<file path="src/rtl/cpu_trace_buffer.sv">
// CPU trace capture FIFO with a valid/ready word serializer (4 words per record).
// Define TRACE_TIMESTAMP_EN to store a free-running cycle count per record and emit it as a 5th word.
module cpu_trace_buffer #(
   parameter int DEPTH = 16,
   parameter int CNT_W = 16
) (
   input  logic                     clk,
   input  logic                     rst,
   input  logic                     trace_en,
   input  logic                     trace_valid,
   input  logic [31:0]              trace_pc,
   input  logic [31:0]              trace_inst,
   input  logic [31:0]              trace_alu,
   input  logic                     trace_zero,
   input  logic                     clr_stats,
   output logic                     out_valid,
   input  logic                     out_ready,
   output logic [31:0]              out_data,
   output logic                     out_last,
   output logic [$clog2(DEPTH):0]   fifo_level,
   output logic [CNT_W-1:0]         drop_cnt,
   output logic                     overflow
);

   localparam int AW = $clog2(DEPTH);
   localparam int LW = AW + 1;

   typedef enum logic [2:0] {
      IDLE    = 3'd0,
      W_PC    = 3'd1,
      W_INST  = 3'd2,
      W_ALU   = 3'd3,
      W_FLAGS = 3'd4,
      W_TS    = 3'd5
   } state_e;

`ifdef TRACE_TIMESTAMP_EN
   localparam state_e LAST_ST = W_TS;
`else
   localparam state_e LAST_ST = W_FLAGS;
`endif

   logic [31:0]      pc_mem   [DEPTH];
   logic [31:0]      inst_mem [DEPTH];
   logic [31:0]      alu_mem  [DEPTH];
   logic             zero_mem [DEPTH];
   logic             povf_mem [DEPTH];
   logic [CNT_W-1:0] seq_mem  [DEPTH];

   state_e           state_q, state_d;
   logic [LW-1:0]    level_q, level_d;
   logic [AW-1:0]    wr_ptr_q, wr_ptr_d;
   logic [AW-1:0]    rd_ptr_q, rd_ptr_d;
   logic [CNT_W-1:0] seq_q, seq_d;
   logic             pend_ovf_q, pend_ovf_d;
   logic [CNT_W-1:0] drop_cnt_q, drop_cnt_d;
   logic             overflow_q, overflow_d;

   logic             capture, full, push, drop, pop;
   logic [CNT_W-1:0] drop_base;
   logic [15:0]      seq16;
   logic [31:0]      ts_word;
   state_e           next_rec;

   // Fullness is judged on the pre-edge level, so a same-cycle pop never makes room.
   assign capture = trace_en && trace_valid;
   assign full    = (level_q == LW'(DEPTH));
   assign push    = capture && !full;
   assign drop    = capture && full;
   assign pop     = (state_q == LAST_ST) && out_ready;
   assign level_d = level_q + LW'(push) - LW'(pop);

`ifdef TRACE_TIMESTAMP_EN
   logic [31:0] ts_q;
   logic [31:0] ts_mem [DEPTH];

   always_ff @(posedge clk or posedge rst) begin
      if (rst) ts_q <= 32'd0;
      else     ts_q <= ts_q + 32'd1;
   end

   always_ff @(posedge clk) begin
      if (push) ts_mem[wr_ptr_q] <= ts_q;
   end

   assign ts_word = ts_mem[rd_ptr_q];
`else
   assign ts_word = 32'd0;
`endif

   always_ff @(posedge clk) begin
      if (push) begin
         pc_mem[wr_ptr_q]   <= trace_pc;
         inst_mem[wr_ptr_q] <= trace_inst;
         alu_mem[wr_ptr_q]  <= trace_alu;
         zero_mem[wr_ptr_q] <= trace_zero;
         povf_mem[wr_ptr_q] <= pend_ovf_q;
         seq_mem[wr_ptr_q]  <= seq_q;
      end
   end

   always_comb begin
      seq_d      = seq_q;
      pend_ovf_d = pend_ovf_q;
      wr_ptr_d   = wr_ptr_q;
      rd_ptr_d   = rd_ptr_q;
      overflow_d = overflow_q;
      drop_base  = clr_stats ? '0 : drop_cnt_q;
      drop_cnt_d = drop_base;
      if (clr_stats) overflow_d = 1'b0;
      if (push) begin
         wr_ptr_d   = wr_ptr_q + AW'(1);
         seq_d      = seq_q + CNT_W'(1);
         pend_ovf_d = 1'b0;
      end
      // A drop on the clearing edge still counts, leaving the stats at one drop.
      if (drop) begin
         drop_cnt_d = (drop_base == '1) ? drop_base : drop_base + CNT_W'(1);
         overflow_d = 1'b1;
         pend_ovf_d = 1'b1;
      end
      if (pop) rd_ptr_d = rd_ptr_q + AW'(1);
   end

   always_comb begin
      next_rec = (level_d != '0) ? W_PC : IDLE;
      state_d  = state_q;
      unique case (state_q)
         IDLE:    if (level_q != '0) state_d = W_PC;
         W_PC:    if (out_ready) state_d = W_INST;
         W_INST:  if (out_ready) state_d = W_ALU;
         W_ALU:   if (out_ready) state_d = W_FLAGS;
         W_FLAGS: if (out_ready) state_d = (LAST_ST == W_FLAGS) ? next_rec : W_TS;
         W_TS:    if (out_ready) state_d = next_rec;
         default: state_d = IDLE;
      endcase
   end

   always_ff @(posedge clk or posedge rst) begin
      if (rst) begin
         state_q    <= IDLE;
         level_q    <= '0;
         wr_ptr_q   <= '0;
         rd_ptr_q   <= '0;
         seq_q      <= '0;
         pend_ovf_q <= 1'b0;
         drop_cnt_q <= '0;
         overflow_q <= 1'b0;
      end else begin
         state_q    <= state_d;
         level_q    <= level_d;
         wr_ptr_q   <= wr_ptr_d;
         rd_ptr_q   <= rd_ptr_d;
         seq_q      <= seq_d;
         pend_ovf_q <= pend_ovf_d;
         drop_cnt_q <= drop_cnt_d;
         overflow_q <= overflow_d;
      end
   end

   assign seq16 = 16'(seq_mem[rd_ptr_q]);

   // Words come straight off the FIFO head, which only moves on the final handshake.
   always_comb begin
      out_data = '0;
      unique case (state_q)
         W_PC:    out_data = pc_mem[rd_ptr_q];
         W_INST:  out_data = inst_mem[rd_ptr_q];
         W_ALU:   out_data = alu_mem[rd_ptr_q];
         W_FLAGS: out_data = {seq16, 14'b0, povf_mem[rd_ptr_q], zero_mem[rd_ptr_q]};
         W_TS:    out_data = ts_word;
         default: out_data = '0;
      endcase
   end

   assign out_valid  = (state_q != IDLE);
   assign out_last   = (state_q == LAST_ST);
   assign fifo_level = level_q;
   assign drop_cnt   = drop_cnt_q;
   assign overflow   = overflow_q;

endmodule

</file>
<file path="config.mk">
export PLATFORM = sky130hd
export DESIGN_NAME = cpu_trace_buffer
export DESIGN_NICKNAME = d
export VERILOG_FILES = /design/src/rtl/cpu_trace_buffer.sv
export SDC_FILE = /design/constraint.sdc
export NUM_CORES = 1
export LEC_CHECK = 0
export CELL_PAD_IN_SITES_DETAIL_PLACEMENT = 0
export CELL_PAD_IN_SITES_GLOBAL_PLACEMENT = 1
export CORE_MARGIN = 4
export CORE_UTILIZATION = 52
export CTS_BUF_LIST = sky130_fd_sc_hd__clkbuf_4
export CTS_CLUSTER_SIZE = 24
export DETAILED_ROUTE_END_ITERATION = 10
export GPL_ROUTABILITY_DRIVEN = 1
export PLACE_DENSITY_LB_ADDON = 0.1
export SYNTH_ARGS = -nofsm -noshare
export SYNTH_HDL_FRONTEND = slang
export SYNTH_SLANG_ARGS = --single-unit
export TNS_END_PERCENT = 10
</file>
<file path="constraint.sdc">
create_clock -name clk -period 4.65 [get_ports clk]
set_clock_uncertainty 0.05 [all_clocks]
set_input_delay 0.93 -clock clk [delete_from_list [all_inputs] [get_ports clk]]
set_output_delay 0.93 -clock clk [all_outputs]
set_load 0.01 [all_outputs]
</file>
==> results.yml <==
run_status:
  outcome: "finished, violations left"
  violations: "setup timing"
clock_network:
  clkTransAtPathRegs_ns: 0.07
  clock-root-buffer: "clkbuf_4"
  h-tree-depth: 5
  cts_sinks: 1874
  cts_tree: "done"
  numCtsBuffers: 476
  clk_path_buf_depth: 4
  clock_latency_ns: 1.34
layout:
  syn2layout_area_growth_pct: 18.2
  layout_commonest_cell: "edfxtp_1"
  fin_cells: 6214
  num-nets-final: 4192
  drive_gt1_share_pct: 36.1
  num-fill-cells: 9732
  most-common-layout-cells: "1824 x edfxtp_1, 694 x clkbuf_4, 411 x mux4_2, 159 x buf_4, 126 x clkdlybuf4s50_1"
  postLayoutCellArea_sq_um: 85300
job:
  cap_viol_max_count: 0
floorplan:
  die_w_um: 381
  rows: 136
  fp.dieH_um: 381
  initial_core_util_pct: 52.4
  die-area_sq_um: 145000
  io_pins: 159
  core_area_sq_um: 138000
synth:
  post_synth.cell_area_avg_sq_um: 21.7
  syn_inst: 3325
  synth-edff-count: 1824
  ys_ff_latch: 1874
  synthesis.area_sq_um: 72200
  synth_cell_types: 65
  synth_flop_cell: "edfxtp_1"
  ys_seq_area_share_pct: 77.6
  synth-async-reset-ratio_pct: 2.67
  ys_warn_count: 0
  syn_nets: 3442
timing:
  hold_violations: 0
  report.final.slew_viol_count: 0
  max_freq_mhz: 205
  fin_crit_ns: 4.89
  fin_crit_sh_pct: 105
  tightestPinTransition_ns: 0.871
  setup_violations: 27
  finalWorstSetupSlack_ns: -0.237
  rsz0062_at_grt: "true"
  relSlewSlack_pct: 41.9
detailed_routing:
  wl_met3_um: 18700
  wirelength_um: 195000
  wl_met1_um: 76000
  drc: 0
  vias: 38400
  highest_layer: "met5"
  avgViaCountPerCell: 6.17
  wl_per_cell_um: 31.4
  ant_nets: 0
  dr_wl_met2_um: 95100
  first_pass_iters: 5
  drtIter0Drc: 4250
critical_path:
  rrSetupSlack_ns: 0.93
  cp_max_fo: 10
  critPathKind: "reg2out"
  ff2ff_path_depth: 13
  r2r-start: "state_q[2]"
  critPathCaptureType: "output pin"
  critical_path_arrival_ns: 3.91
  critical_path.reg2reg.endpoint: "state_q[0]"
  cp-start-kind: "register"
  cp_data_required_time_ns: 3.67
placed_design:
  hpwl_um: 103000
  io_buffers: 158
  placed_area_sq_um: 77100
  dpl.cell_count: 5256
  place.gp.congestion: 0.801
global_route:
  antenna_found_initial: 14
  grt_first_pass_wirelength_um: 279000
  grt_usage_pct: 27.1
  grt.overflow.total: 0
  grt_pass1_vias: 40500
  grt_max_degree: 81
power_and_ir_drop:
  irDropWorstVdd_uv: 348
  p_leak_nw: 27.7
  design_power_total_w: 0.0459
  power-per-cell-area_nw_per_um2: 538
min_path:
  whs_path_depth: 4
  hold_path_class: "in2reg"
  hold-path-endpoint: "state_q[1]"
  hold_start: "out_ready"
==> cells by family after synthesis <==
| group | after synthesis | share of synthesized area, % |
|---|---|---|
| AO/OA/AOI/OAI | 234 | 2.46 |
| flip-flops | 1874 | 77.6 |
| AND/OR/NAND/NOR | 426 | 3.24 |
| adder cells (fa/ha/maj) | 14 | 0.253 |
| buffers and inverters | 224 | 1.67 |
| multiplexers | 516 | 14.3 |
| XOR/XNOR | 37 | 0.449 |
==> sequential cells by signal (all words and copies together) (netlist names), 5 cells and up <==
name        count
fifo_level      5
inst_mem      512
zero_mem       16
seq_mem       256
drop_cnt       16
seq_q          16
pc_mem        512
alu_mem       512
povf_mem       16
==> how the worst max path moves through the flow <==
stage                     start             to  slack (ns)
finish              rd_ptr_q[0]   out_data[28]       -0.24
global route        rd_ptr_q[0]   out_data[28]       -0.48
CTS                 rd_ptr_q[0]   out_data[28]       -0.38
detailed placement  rd_ptr_q[0]   out_data[10]        0.43
global placement    rd_ptr_q[0]   out_data[10]        0.42
floorplan              trace_en  alu_mem[0][0]       -0.24
==> critical path, stage by stage (launching register included) <==
cell and delay (ns):
dfrtp_4 0.48, buf_12 0.16, buf_16 0.17, buf_16 0.15, mux4_2 0.51, nand3_1 0.12, nand2_2 0.07, a2111oi_4 0.40
nand4_1 0.28, buf_2 0.23
==> cell type report <==
class	count	area [sq um]	area share (%)
inverter	39	150	0.176
clock inverter	119	468	0.549
timing repair buffer	457	5590	6.55
sequential	1874	56000	65.7
antenna	10	25.0	0.0293
multi-input combinational	1227	15600	18.2
clock buffer	694	5210	6.11
tap	1794	2240	2.63
==> per-stage QoR <==
stage | utilization (%) | TNS [ns] | setup WS, ns | hold WS [ns]
finish | 62.0 | -3.03 | -0.237 | 0.346
global route | 61.9 | -9.53 | -0.481 | 0.282
CTS | 61.6 | -9.02 | -0.378 | 0.186
detailed placement | 56.0 | 0 | 0.434 | 0.467
global placement | 56.0 | 0 | 0.422 | 0.471
floorplan | - | -142.93 | -0.236 | 0.478
==> power by group <==
part           leakage (nW)  switching, W  internal, W
clock                  3.42       0.00635      0.00677
sequential             16.9      0.000458       0.0196
combinational          7.35       0.00641      0.00630
==> cells in the mapped netlist, drive strengths merged (10+ instances only) <==
master      n  area (sq um)
a21oi      36           180
a221oi     12           105
a22oi      87           653
and2       24           150
and3       22           138
and4       14           123
buf       112           788
clkbuf     73           274
dfrtp      50          1250
edfxtp   1824         54800
ha         13           163
inv        38           143
mux2       14           158
mux2i      91           911
mux4      411          9260
nand2      91           342
nand3     115           576
nand4      44           275
nor2       24          90.1
nor2b      25           156
nor3       11          55.1
o2111ai    15           131
o211ai     16           120
o21ai      13          68.8
or3        12          75.1
xnor2      27           236
xor2       10          87.6
==> timing repair <==
action                     CTS  global route
gates cloned                26             0
hold buffers                 1             0
hold endpoints to repair    29             0
resized for setup          271            44
setup buffers               72            39
pin swaps                   73            27
setup endpoints to repair   32            32
==> metal layers <==
metal,vias to the layer above,track usage [%]
met5,-,0
met4,12,9.35
met3,304,8.02
met2,2012,43.2
met1,20200,36.0
li1,15900,-
Power figures use the tool's default switching activity.
